## src/rtl/input_conditioner_if.sv

```systemverilog
// Bundles the raw board pins, the CPU ack strobe and the conditioned levels
// seen by the memory-mapped I/O block.
interface input_conditioner_if;
   logic       button_raw;
   logic [3:0] switches_raw;
   logic       ack;
   logic       button_1;
   logic [3:0] switches;
   logic       button_rise;
   logic       button_pressed;

   modport slave (
      input  button_raw,
      input  switches_raw,
      input  ack,
      output button_1,
      output switches,
      output button_rise,
      output button_pressed
   );

   modport master (
      output button_raw,
      output switches_raw,
      output ack,
      input  button_1,
      input  switches,
      input  button_rise,
      input  button_pressed
   );
endinterface

```

## src/rtl/input_conditioner.sv

```systemverilog
// Synchronises and debounces the push-button and four slide switches; the button
// additionally gets a rise pulse and a sticky pressed flag cleared by ack.
module input_conditioner #(
   parameter int DEBOUNCE_CYCLES = 50000,
   parameter int CNT_W           = 16,
   parameter int SYNC_STAGES     = 2
) (
   input logic                 clk,
   input logic                 rst_n,
   input_conditioner_if.slave  bus
);

   localparam int NCH = 5;
   localparam logic [0:0] STABLE  = 1'b0;
   localparam logic [0:0] PENDING = 1'b1;
   localparam logic [CNT_W-1:0] CNT_LAST = CNT_W'(DEBOUNCE_CYCLES - 1);
   localparam bit IMMEDIATE = (DEBOUNCE_CYCLES == 1);

   logic [NCH-1:0] raw_all;
   logic [NCH-1:0] level;
   logic           button_q_d;
   logic           rise_r;
   logic           pressed_r;

   // Channel 4 is the button, channels 3..0 are the switches.
   assign raw_all = {bus.button_raw, bus.switches_raw};

   for (genvar ch = 0; ch < NCH; ch++) begin : g_chan
      logic [SYNC_STAGES-1:0] sync_r;
      logic                   s;
      logic [0:0]             state;
      logic [CNT_W-1:0]       cnt;
      logic                   q;

      always_ff @(posedge clk or negedge rst_n) begin
         if (!rst_n) begin
            sync_r <= '0;
         end else begin
            sync_r <= {sync_r[SYNC_STAGES-2:0], raw_all[ch]};
         end
      end

      assign s = sync_r[SYNC_STAGES-1];

      // A new level is accepted only after it has differed from q for
      // DEBOUNCE_CYCLES consecutive samples; any return to q restarts the wait.
      always_ff @(posedge clk or negedge rst_n) begin
         if (!rst_n) begin
            state <= STABLE;
            cnt   <= '0;
            q     <= 1'b0;
         end else begin
            case (state)
               STABLE: begin
                  cnt <= '0;
                  if (s != q) begin
                     if (IMMEDIATE) begin
                        q <= s;
                     end else begin
                        state <= PENDING;
                        cnt   <= CNT_W'(1);
                     end
                  end
               end
               PENDING: begin
                  if (s == q) begin
                     state <= STABLE;
                     cnt   <= '0;
                  end else if (cnt == CNT_LAST) begin
                     q     <= s;
                     state <= STABLE;
                     cnt   <= '0;
                  end else begin
                     cnt <= cnt + CNT_W'(1);
                  end
               end
               default: begin
                  state <= STABLE;
                  cnt   <= '0;
               end
            endcase
         end
      end

      assign level[ch] = q;
   end

   // Set has priority over ack so a press arriving alongside a clear is kept.
   always_ff @(posedge clk or negedge rst_n) begin
      if (!rst_n) begin
         button_q_d <= 1'b0;
         rise_r     <= 1'b0;
         pressed_r  <= 1'b0;
      end else begin
         button_q_d <= level[NCH-1];
         rise_r     <= level[NCH-1] & ~button_q_d;
         if (rise_r) begin
            pressed_r <= 1'b1;
         end else if (bus.ack) begin
            pressed_r <= 1'b0;
         end
      end
   end

   assign bus.button_1       = level[NCH-1];
   assign bus.switches       = level[3:0];
   assign bus.button_rise    = rise_r;
   assign bus.button_pressed = pressed_r;

endmodule

```

## src/flat_wrapper.sv

```systemverilog
// flat-port wrapper written by rule: the top's interface ports become plain ports
module input_conditioner_flat 
#(
   parameter int DEBOUNCE_CYCLES = 50000,
   parameter int CNT_W           = 16,
   parameter int SYNC_STAGES     = 2
)
  (clk, rst_n, bus_button_raw, bus_switches_raw, bus_ack, bus_button_1, bus_switches, bus_button_rise, bus_button_pressed);
  input_conditioner_if bus_i ();
  input logic clk;
  input logic rst_n;
  input wire logic [$bits(bus_i.button_raw)-1:0] bus_button_raw;
  input wire logic [$bits(bus_i.switches_raw)-1:0] bus_switches_raw;
  input wire logic [$bits(bus_i.ack)-1:0] bus_ack;
  output wire logic [$bits(bus_i.button_1)-1:0] bus_button_1;
  output wire logic [$bits(bus_i.switches)-1:0] bus_switches;
  output wire logic [$bits(bus_i.button_rise)-1:0] bus_button_rise;
  output wire logic [$bits(bus_i.button_pressed)-1:0] bus_button_pressed;
  assign bus_i.button_raw = bus_button_raw;
  assign bus_i.switches_raw = bus_switches_raw;
  assign bus_i.ack = bus_ack;
  assign bus_button_1 = bus_i.button_1;
  assign bus_switches = bus_i.switches;
  assign bus_button_rise = bus_i.button_rise;
  assign bus_button_pressed = bus_i.button_pressed;
  input_conditioner #(.DEBOUNCE_CYCLES(DEBOUNCE_CYCLES), .CNT_W(CNT_W), .SYNC_STAGES(SYNC_STAGES)) u_core (.clk(clk), .rst_n(rst_n), .bus(bus_i));
endmodule
```

## config.mk

```make
export PLATFORM = sky130hd
export DESIGN_NAME = input_conditioner_flat
export DESIGN_NICKNAME = d
export VERILOG_FILES = /design/src/rtl/input_conditioner_if.sv /design/src/rtl/input_conditioner.sv /design/src/flat_wrapper.sv
export SDC_FILE = /design/constraint.sdc
export NUM_CORES = 1
export LEC_CHECK = 0
export ABC_CLOCK_PERIOD_IN_PS = 4400
export CAP_MARGIN = 20
export CORE_MARGIN = 5
export CORE_UTILIZATION = 65
export DETAILED_ROUTE_END_ITERATION = 6
export GPL_ROUTABILITY_DRIVEN = 0
export PLACE_DENSITY_LB_ADDON = 0.25
export SYNTH_ARGS = -nofsm -noshare
export SYNTH_HDL_FRONTEND = slang
export SYNTH_SLANG_ARGS = --single-unit
```

## constraint.sdc

```tcl
create_clock -name clk -period 4.4 [get_ports clk]
set_clock_uncertainty 0.2 [all_clocks]
set_input_delay 0.44 -clock clk [delete_from_list [all_inputs] [get_ports clk]]
set_output_delay 0.44 -clock clk [all_outputs]
set_load 0.05 [all_outputs]
```

Yosys cells after proc, flatten, opt, wreduce, memory -nomap -nowiden
Cells that the tools add are included.
Operators by class
  add/subtract/negate cells: 5
  $mul: 0
  divide/modulo/power cells: 0
  $lt $le $gt $ge: 0
  equality and inequality tests: 15
  shifts and indexed selects: 0
  multiplexer cells: 42
  bitwise gates (word level): 12
  reduce and logical (&&, ||, !) cells: 6
Operators by type and width (count)
  two-way mux 16 bit: 10
  one-hot mux 16 bit (2 select lines): 5
  adder 16 x 1 -> 16 bit (second input constant): 5
  equality test 16 bit (second input constant): 5
  two-way mux 1 bit: 22
  AND reduction 3 bit: 5
  inverter 1 bit: 11
  one-hot mux 1 bit (2 select lines): 5
  equality test 1 bit: 5
  inequality test 1 bit: 5
  nonzero test 2 bit: 1
  AND 1 bit: 1
Storage, ports and cells
  bits in registers: 103
  latch bits: 0
  bits in writable memories: 0
  ROM bits: 0
  input port bits: 8
  output and inout port bits: 7
  logic and storage cells: 103
  memories kept: 0

Depth between registers and ports, before layout
Gate-level depths: netlist of the first run.
  depth after elaboration: 4
  depth in mapped cells: 7
  mapped depth without buffers: 5

Worst setup path after synthesis of the first run
Ideal clock, no wire load.
  path type: flip-flop to flip-flop
  start: reg u_core.g_chan[4].cnt[11]
  end: reg u_core.g_chan[4].q (netlist: u_core.bus.button_1)
  setup time: 0.127 ns
  arrival: 1.898 ns
  data required time: 4.073 ns
  slack: 2.175 ns
  stages on the path, launching flop included: 5
  path buffers: 0
  period minus slack after synthesis: 2.225 ns
  cells stage by stage: dfrtp_1 > or4b_1 > or4_4 > nor2_4 > mux2_1
Between the ends
  word-level cells in the longest chain between the ends: 2
RTL lines
  start, declared: line input_conditioner.sv:32  | logic [CNT_W-1:0] cnt;
  start signal, assigned: line input_conditioner.sv:74  | cnt <= cnt + CNT_W'(1);
  equality test 16 bit: line input_conditioner.sv:69  | end else if (cnt == CNT_LAST) begin
  AND reduction 3 bit (no line)
  end signal, assigned: line input_conditioner.sv:58  | q <= s;
  end signal, assigned: line input_conditioner.sv:70  | q <= s;
  end, declared: line input_conditioner.sv:33  | logic q;
Every way passes these cells.
A chain may end at the register's enable or synchronous reset.

Final worst setup path of the first run
  start: reg u_core.g_chan[0].cnt[0]
  end: reg u_core.g_chan[0].cnt[9]
Between the ends
  word-level cells in the longest chain between the ends: 4
  elaborated cells on any way between the ends: 5
  those cells by class: add/sub (1); eq/ne (1); mux (3)
RTL lines
  start, declared: line input_conditioner.sv:32
  start signal, assigned: line input_conditioner.sv:74
  adder 16 x 1 -> 16 bit / equality test 16 bit (equally long branches): line input_conditioner.sv:74, input_conditioner.sv:69
  two-way mux 16 bit (*): line input_conditioner.sv:69
  two-way mux 16 bit (*): line input_conditioner.sv:66  | if (s == q) begin
  one-hot mux 16 bit (2 select lines) (*): line input_conditioner.sv:53  | case (state)
Mark *: on every way between the ends. The rest lies on a longest branch, timed or not.

==> results of run 1 <==
==> worst max-delay path, stage by stage, from the launching register on <==
cell and delay [ns]:
dfrtp_1 0.38, ha_1 0.27, and3_1 0.22, nand4b_1 0.16, o211ai_1 0.85, nor2_1 0.12
==> report_power, final <==
group / internal [mW] / switching [mW]
Sequential: 0.959 / 0.00987
Combinational: 0.0158 / 0.0374
Clock: 0.382 / 0.313
Total: 1.36 / 0.360
==> metal layers <==
metal  routed length [µm]  global-route usage  share of wire
met1                 3630               0.253           0.47
met2                 3790               0.323           0.49
met3                  244              0.0466          0.032
met4                   82              0.0521          0.011
met5                    0                   0              0
==> per-stage QoR <==
step	worst slack, ns	power [mW]	area (µm²)	hold WS (ns)	util
floorplan	2.17	1.01	4740	-0.0556	-
finish	2.05	1.72	5180	-0.0186	0.722
global route	1.79	1.79	5180	0.0501	0.722
CTS	2.00	1.74	5180	0.0193	0.722
global placement	2.12	1.04	4940	0.132	0.689
detailed placement	2.01	1.04	4940	0.136	0.689
==> cell families (layout without fill, tap and decap cells) <==
group / after synthesis / in the layout / share of synthesized area
fa+ha+maj: 5 / 5 / 0.0132
xor+xnor: 72 / 72 / 0.133
mux: 5 / 5 / 0.0119
buf+inv: 31 / 49 / 0.0293
flops: 103 / 103 / 0.543
simple gates: 231 / 231 / 0.250
compound gates: 13 / 13 / 0.0193
==> state kept, by name (all words and copies together) (netlist names) <==
name                       flops
u_core.g_chan.sync_r          10
u_core.g_chan.state            5
u_core.g_chan.cnt             80
u_core.bus.button_rise         1
u_core.bus.button_1            1
u_core.button_q_d              1
u_core.g_chan.q                4
u_core.bus.button_pressed      1
==> worst min-delay path by stage <==
stage / start / end / slack [ns] / depth (start not counted)
final: rst_n / u_core.g_chan[2].cnt[5]$_DFF_PN0_ / -0.02 / 1
after global placement: u_core.g_chan[0].sync_r[0]$_DFF_PN0_ / u_core.g_chan[0].sync_r[1]$_DFF_PN0_ / 0.13 / 0
after floorplan: rst_n / u_core.bus.button_1$_DFFE_PN0P_ / -0.06 / 0
after global routing: rst_n / u_core.g_chan[2].cnt[4]$_DFF_PN0_ / 0.05 / 1
after CTS: rst_n / u_core.g_chan[2].cnt[4]$_DFF_PN0_ / 0.02 / 1
after detailed placement: u_core.g_chan[1].sync_r[0]$_DFF_PN0_ / u_core.g_chan[1].sync_r[1]$_DFF_PN0_ / 0.14 / 0
==> area by class of cell <==
class,count,area (µm²)
fill,546,1990
inverter,18,67.6
multi-input combinational,326,2030
tap,99,124
clock buffer,10,128
timing repair buffer,15,145
sequential,103,2580
clock inverter,6,115
==> layout by cell type, fill, tap and decap left out, types with 2 or more instances in the layout <==
cell type,n
xor2_1,18
and4_1,2
nor4bb_1,2
o31ai_1,2
clkdlybuf4s50_1,13
or4bb_1,3
bufinv_16,3
nand3_1,25
inv_6,2
a211oi_1,3
dfrtp_1,103
and3_1,6
nor2_1,87
nand4_1,22
mux2_2,2
nand2_1,23
nor4_1,18
xnor2_1,54
nor3_1,20
or4_1,2
ha_1,5
and2_1,5
a21oi_1,3
inv_1,18
or4b_1,4
nand4b_1,3
mux2_1,3
buf_4,2
clkbuf_8,9
==> results.sh, run 1 <==
export IMPL_synth_edff_count=0
export IMPL_tns_ns=0
export IMPL_fin_crit_sh=0.535
export IMPL_worst_pin_slew_ns=1.02
export IMPL_pwr_density_cell_nw_per_um2=331
export IMPL_hold_buffers=0
export IMPL_synthMostInstantiatedCell="dfrtp_1"
export IMPL_ys_async_sr_fraction=1.00
export IMPL_cts_resized_gates=0
export IMPL_finalWirelength_um=7750
export IMPL_h_tree_depth=3
export IMPL_rr_worst_depth=5
export IMPL_insertion_delay_ns=0.35
export IMPL_syn_area_um2=4740
export IMPL_overflow=0
export IMPL_dp_hpwl_um=5280
export IMPL_floorplan_initialDensity=0.661
export IMPL_rows=31
export IMPL_core_area_um2=7180
export IMPL_drc_errors=0
export IMPL_slew_headroom=0.314
export IMPL_ff2ff_setup_slack_ns=2.05
export IMPL_cp_data_required_time_ns=4.40
export IMPL_finalHoldViolCount=3
export IMPL_synth_area_leader_cell="dfrtp_1"
export IMPL_critPathCaptureType="flip-flop"
export IMPL_crit_type="flip-flop to flip-flop"
export IMPL_fin_hold_ws_ns=-0.0186
export IMPL_num_vias=3238
export IMPL_grt_start_max_net_pins=74
export IMPL_post_cts_buffers=0
export IMPL_routed_via_density=5.61
export IMPL_synth_area_leaders="dfrtp_1 (54%), xnor2_1 (10%), nor2_1 (6.9%)"
export IMPL_dieWidth_um=95.4
export IMPL_grtUsageTotal=0.193
export IMPL_violations="negative hold slack"
export IMPL_synth_distinct_cells=41
export IMPL_hp_class="primary input to async pin"
export IMPL_ios=15
export IMPL_yosys_register_bits=103
export IMPL_nets=486
export IMPL_wire_per_inst_um=13.4
export IMPL_io_buffers=14
export IMPL_vdd_ir_drop_max_mv=0.236
export IMPL_status="finished, violations left"
export IMPL_root_buffer="clkbuf_8"
export IMPL_r2r_end="u_core.g_chan[0].cnt[9]$_DFF_PN0_"
export IMPL_cts_buffers=9
export IMPL_final_min_clock_period_ns=2.35
export IMPL_avgSynthCellArea_um2=10.3
export IMPL_dieArea_um2=9110
export IMPL_reg2reg_from="u_core.g_chan[0].cnt[0]$_DFF_PN0_"
export IMPL_stdcell_count=577
export IMPL_yosysTopAreaCellShare=0.543
export IMPL_rsz0062_at_grt="no"
export IMPL_antenna_left=0
export IMPL_clkSinkCount=103
export IMPL_clkSlewWorstSetupHoldPaths_ns=0.09
export IMPL_synthCells=460
export IMPL_drtIter0Drc=168
export IMPL_power_leakage_nw=2.01
export IMPL_drv_cap=0
export IMPL_setup_violations_final=0
export IMPL_cts_tree="yes"
export IMPL_start_kind="flip-flop"
export IMPL_drv_slew=0
export IMPL_drtPass1Iterations=4
export IMPL_critPathCapture="u_core.g_chan[0].cnt[9]$_DFF_PN0_"
export IMPL_crit_arrival_ns=2.36
export IMPL_crit_start="u_core.g_chan[0].cnt[0]$_DFF_PN0_"
export IMPL_clockBufferDepth=2
export IMPL_grt_pass1_vias=3219
export IMPL_diodes=0
export IMPL_synth_net_count=473
export IMPL_fmax_mhz=425
export IMPL_die_h_um=95.4
export IMPL_synth_yosys_seq_area_share=0.543
export IMPL_drive_above_1_share=0.0481
export IMPL_grt_antenna_before_repair=0
export IMPL_synth_commonest_cells="dfrtp_1 (103), nor2_1 (87), xnor2_1 (54)"
export IMPL_dp_cells=561
export IMPL_grt_pass1_wl_um=13900
export IMPL_path_max_fanout=14
export IMPL_synth_flop_cell="dfrtp_1"
export IMPL_syn_to_final_growth_pct=9.29
export IMPL_ys_warn_count=0
(Power assumes the default switching activity.)
==> inputs of run 2 (changes only) <==
ABC_CLOCK_PERIOD_IN_PS = 2300   (was 4400)
CORE_UTILIZATION = 61   (was 65)
clock period = 2.3 ns   (was 4.4 ns; I/O delays follow)
==> run 2 against run 1 <==
The run now ends clean. Sequential share of layout area is 0.56 points lower. Clock power is 51% higher. Clock-buffer cell count is 1 higher. Maximum frequency is 2.8% higher. Largest cell class unchanged.
==> results.sh, run 2 (synthesized netlist as in run 1, its figures left out) <==
export IMPL_fin_crit_sh=0.995
export IMPL_drc_errors=0
export IMPL_fin_hold_ws_ns=0.104
export IMPL_cts_tree="yes"
export IMPL_grt_pass1_vias=3260
export IMPL_vdd_ir_drop_max_mv=0.459
export IMPL_top_register="u_core.g_chan.cnt"
export IMPL_h_tree_depth=3
export IMPL_cp_data_required_time_ns=2.35
export IMPL_syn_to_final_growth_pct=10.5
export IMPL_slew_headroom=0.663
export IMPL_root_buffer="clkbuf_8"
export IMPL_stdcell_count=592
export IMPL_cts_buffers=9
export IMPL_drtIter0Drc=130
export IMPL_insertion_delay_ns=0.36
export IMPL_multi_input_area_um2=2030
export IMPL_grt_start_max_net_pins=48
export IMPL_start_kind="flip-flop"
export IMPL_wire_per_inst_um=13.4
export IMPL_clkSlewWorstSetupHoldPaths_ns=0.09
export IMPL_diodes=0
export IMPL_status="finished clean"
export IMPL_crit_type="flip-flop to flip-flop"
export IMPL_worst_pin_slew_ns=0.504
export IMPL_critPathCaptureType="flip-flop"
export IMPL_die_h_um=98.2
export IMPL_dp_cells=575
export IMPL_dieWidth_um=98.2
export IMPL_drv_cap=0
export IMPL_clockBufferDepth=2
export IMPL_crit_arrival_ns=2.34
export IMPL_final_cell_mix="dfrtp_1 (103), nor2_1 (87), xnor2_1 (54), nand3_1 (25), nand2_1 (23)"
export IMPL_finalWirelength_um=7950
export IMPL_largest_reg_flops=80
export IMPL_rows=32
export IMPL_overflow=0
export IMPL_drv_slew=0
export IMPL_fmax_mhz=437
export IMPL_pwr_density_cell_nw_per_um2=575
export IMPL_floorplan_initialDensity=0.620
export IMPL_setup_violations_final=0
export IMPL_routed_via_density=5.58
export IMPL_nets=499
export IMPL_grt_pass1_wl_um=14400
export IMPL_core_area_um2=7650
export IMPL_dieArea_um2=9640
export IMPL_fin_util=0.686
export IMPL_drtPass1Iterations=4
export IMPL_final_min_clock_period_ns=2.29
export IMPL_finalHoldViolCount=0
export IMPL_grtUsageTotal=0.180
export IMPL_grt_antenna_before_repair=0
export IMPL_ios=15
export IMPL_hp_class="primary input to flip-flop"
export IMPL_antenna_left=0
export IMPL_power_leakage_nw=2.05
export IMPL_num_vias=3301
export IMPL_fillers=594
export IMPL_drive_above_1_share=0.0735
export IMPL_io_buffers=14
export IMPL_seq_area_um2=2580
export IMPL_clkSinkCount=103
export IMPL_layout_commonest_cell="dfrtp_1"
export IMPL_rsz0062_at_grt="yes"
export IMPL_reg_top3="u_core.g_chan.cnt (80), u_core.g_chan.sync_r (10), u_core.g_chan.state (5)"
export IMPL_dp_hpwl_um=5480
export IMPL_path_max_fanout=4
## run 2: where the power goes
group          internal (mW)  switching [mW]
logic                 0.0405          0.0739
registers               1.83          0.0194
clock network          0.451           0.595
total                   2.33           0.688
## run 2: per-layer routing
| layer | part of all wire | GRT usage | wire [µm] |
|---|---|---|---|
| met1 | 0.48 | 0.247 | 3800 |
| met2 | 0.47 | 0.282 | 3770 |
| met3 | 0.029 | 0.0364 | 229 |
| met4 | 0.018 | 0.0735 | 147 |
| met5 | 0 | 0 | 0 |
## run 2: worst paths after layout
path / from / to / slack, ns / cells past startpoint
max: u_core.g_chan[4].cnt[5]$_DFF_PN0_ / u_core.bus.button_1$_DFFE_PN0P_ / 0.01 / 4
min: bus_button_raw / u_core.g_chan[4].sync_r[0]$_DFF_PN0_ / 0.10 / 1
max reg2reg: u_core.g_chan[4].cnt[5]$_DFF_PN0_ / u_core.bus.button_1$_DFFE_PN0P_ / 0.01 / 4
min reg2reg: u_core.g_chan[0].sync_r[0]$_DFF_PN0_ / u_core.g_chan[0].sync_r[1]$_DFF_PN0_ / 0.15 / 0
max in group asynchronous: rst_n / u_core.g_chan[1].cnt[12]$_DFF_PN0_ / 1.09 / 3
min in group asynchronous: rst_n / u_core.g_chan[2].cnt[3]$_DFF_PN0_ / 0.13 / 2
## run 2: worst max-delay path, cell delays in order (launching register included)
cell and delay [ns]:
dfrtp_1 0.42, or4bb_1 0.52, or4_4 0.59, nor2_4 0.15, mux2_4 0.30
## run 2: area by class of cell
class	count	share of cell area
Inverter	18	0.0129
Multi-Input combinational cell	326	0.387
Clock inverter	4	0.00573
Timing Repair Buffer	28	0.0492
Clock buffer	11	0.0289
Tap cell	102	0.0243
Sequential cell	103	0.492
## run 2: stage by stage
stage          worst slack, ns  TNS (ns)  area [µm²]  total power [mW]
3_3_place_gp            0.0884         0        5040              2.00
3_5_place_dp            0.0304         0        5040              2.01
6_report                0.0118         0        5240              3.01
2_1_floorplan           0.0749         0        4740              1.94
4_1_cts                 0.0109         0        5230              3.05
5_1_grt                -0.0291   -0.0291        5240              3.16
## run 2: what timing repair did
action | in CTS | in global routing
hold buffers | 1 | 0
endpoints found under the setup margin | 0 | 1
endpoints found under the hold margin | 75 | 0
setup buffers | 0 | 1
gates resized for setup | 0 | 1
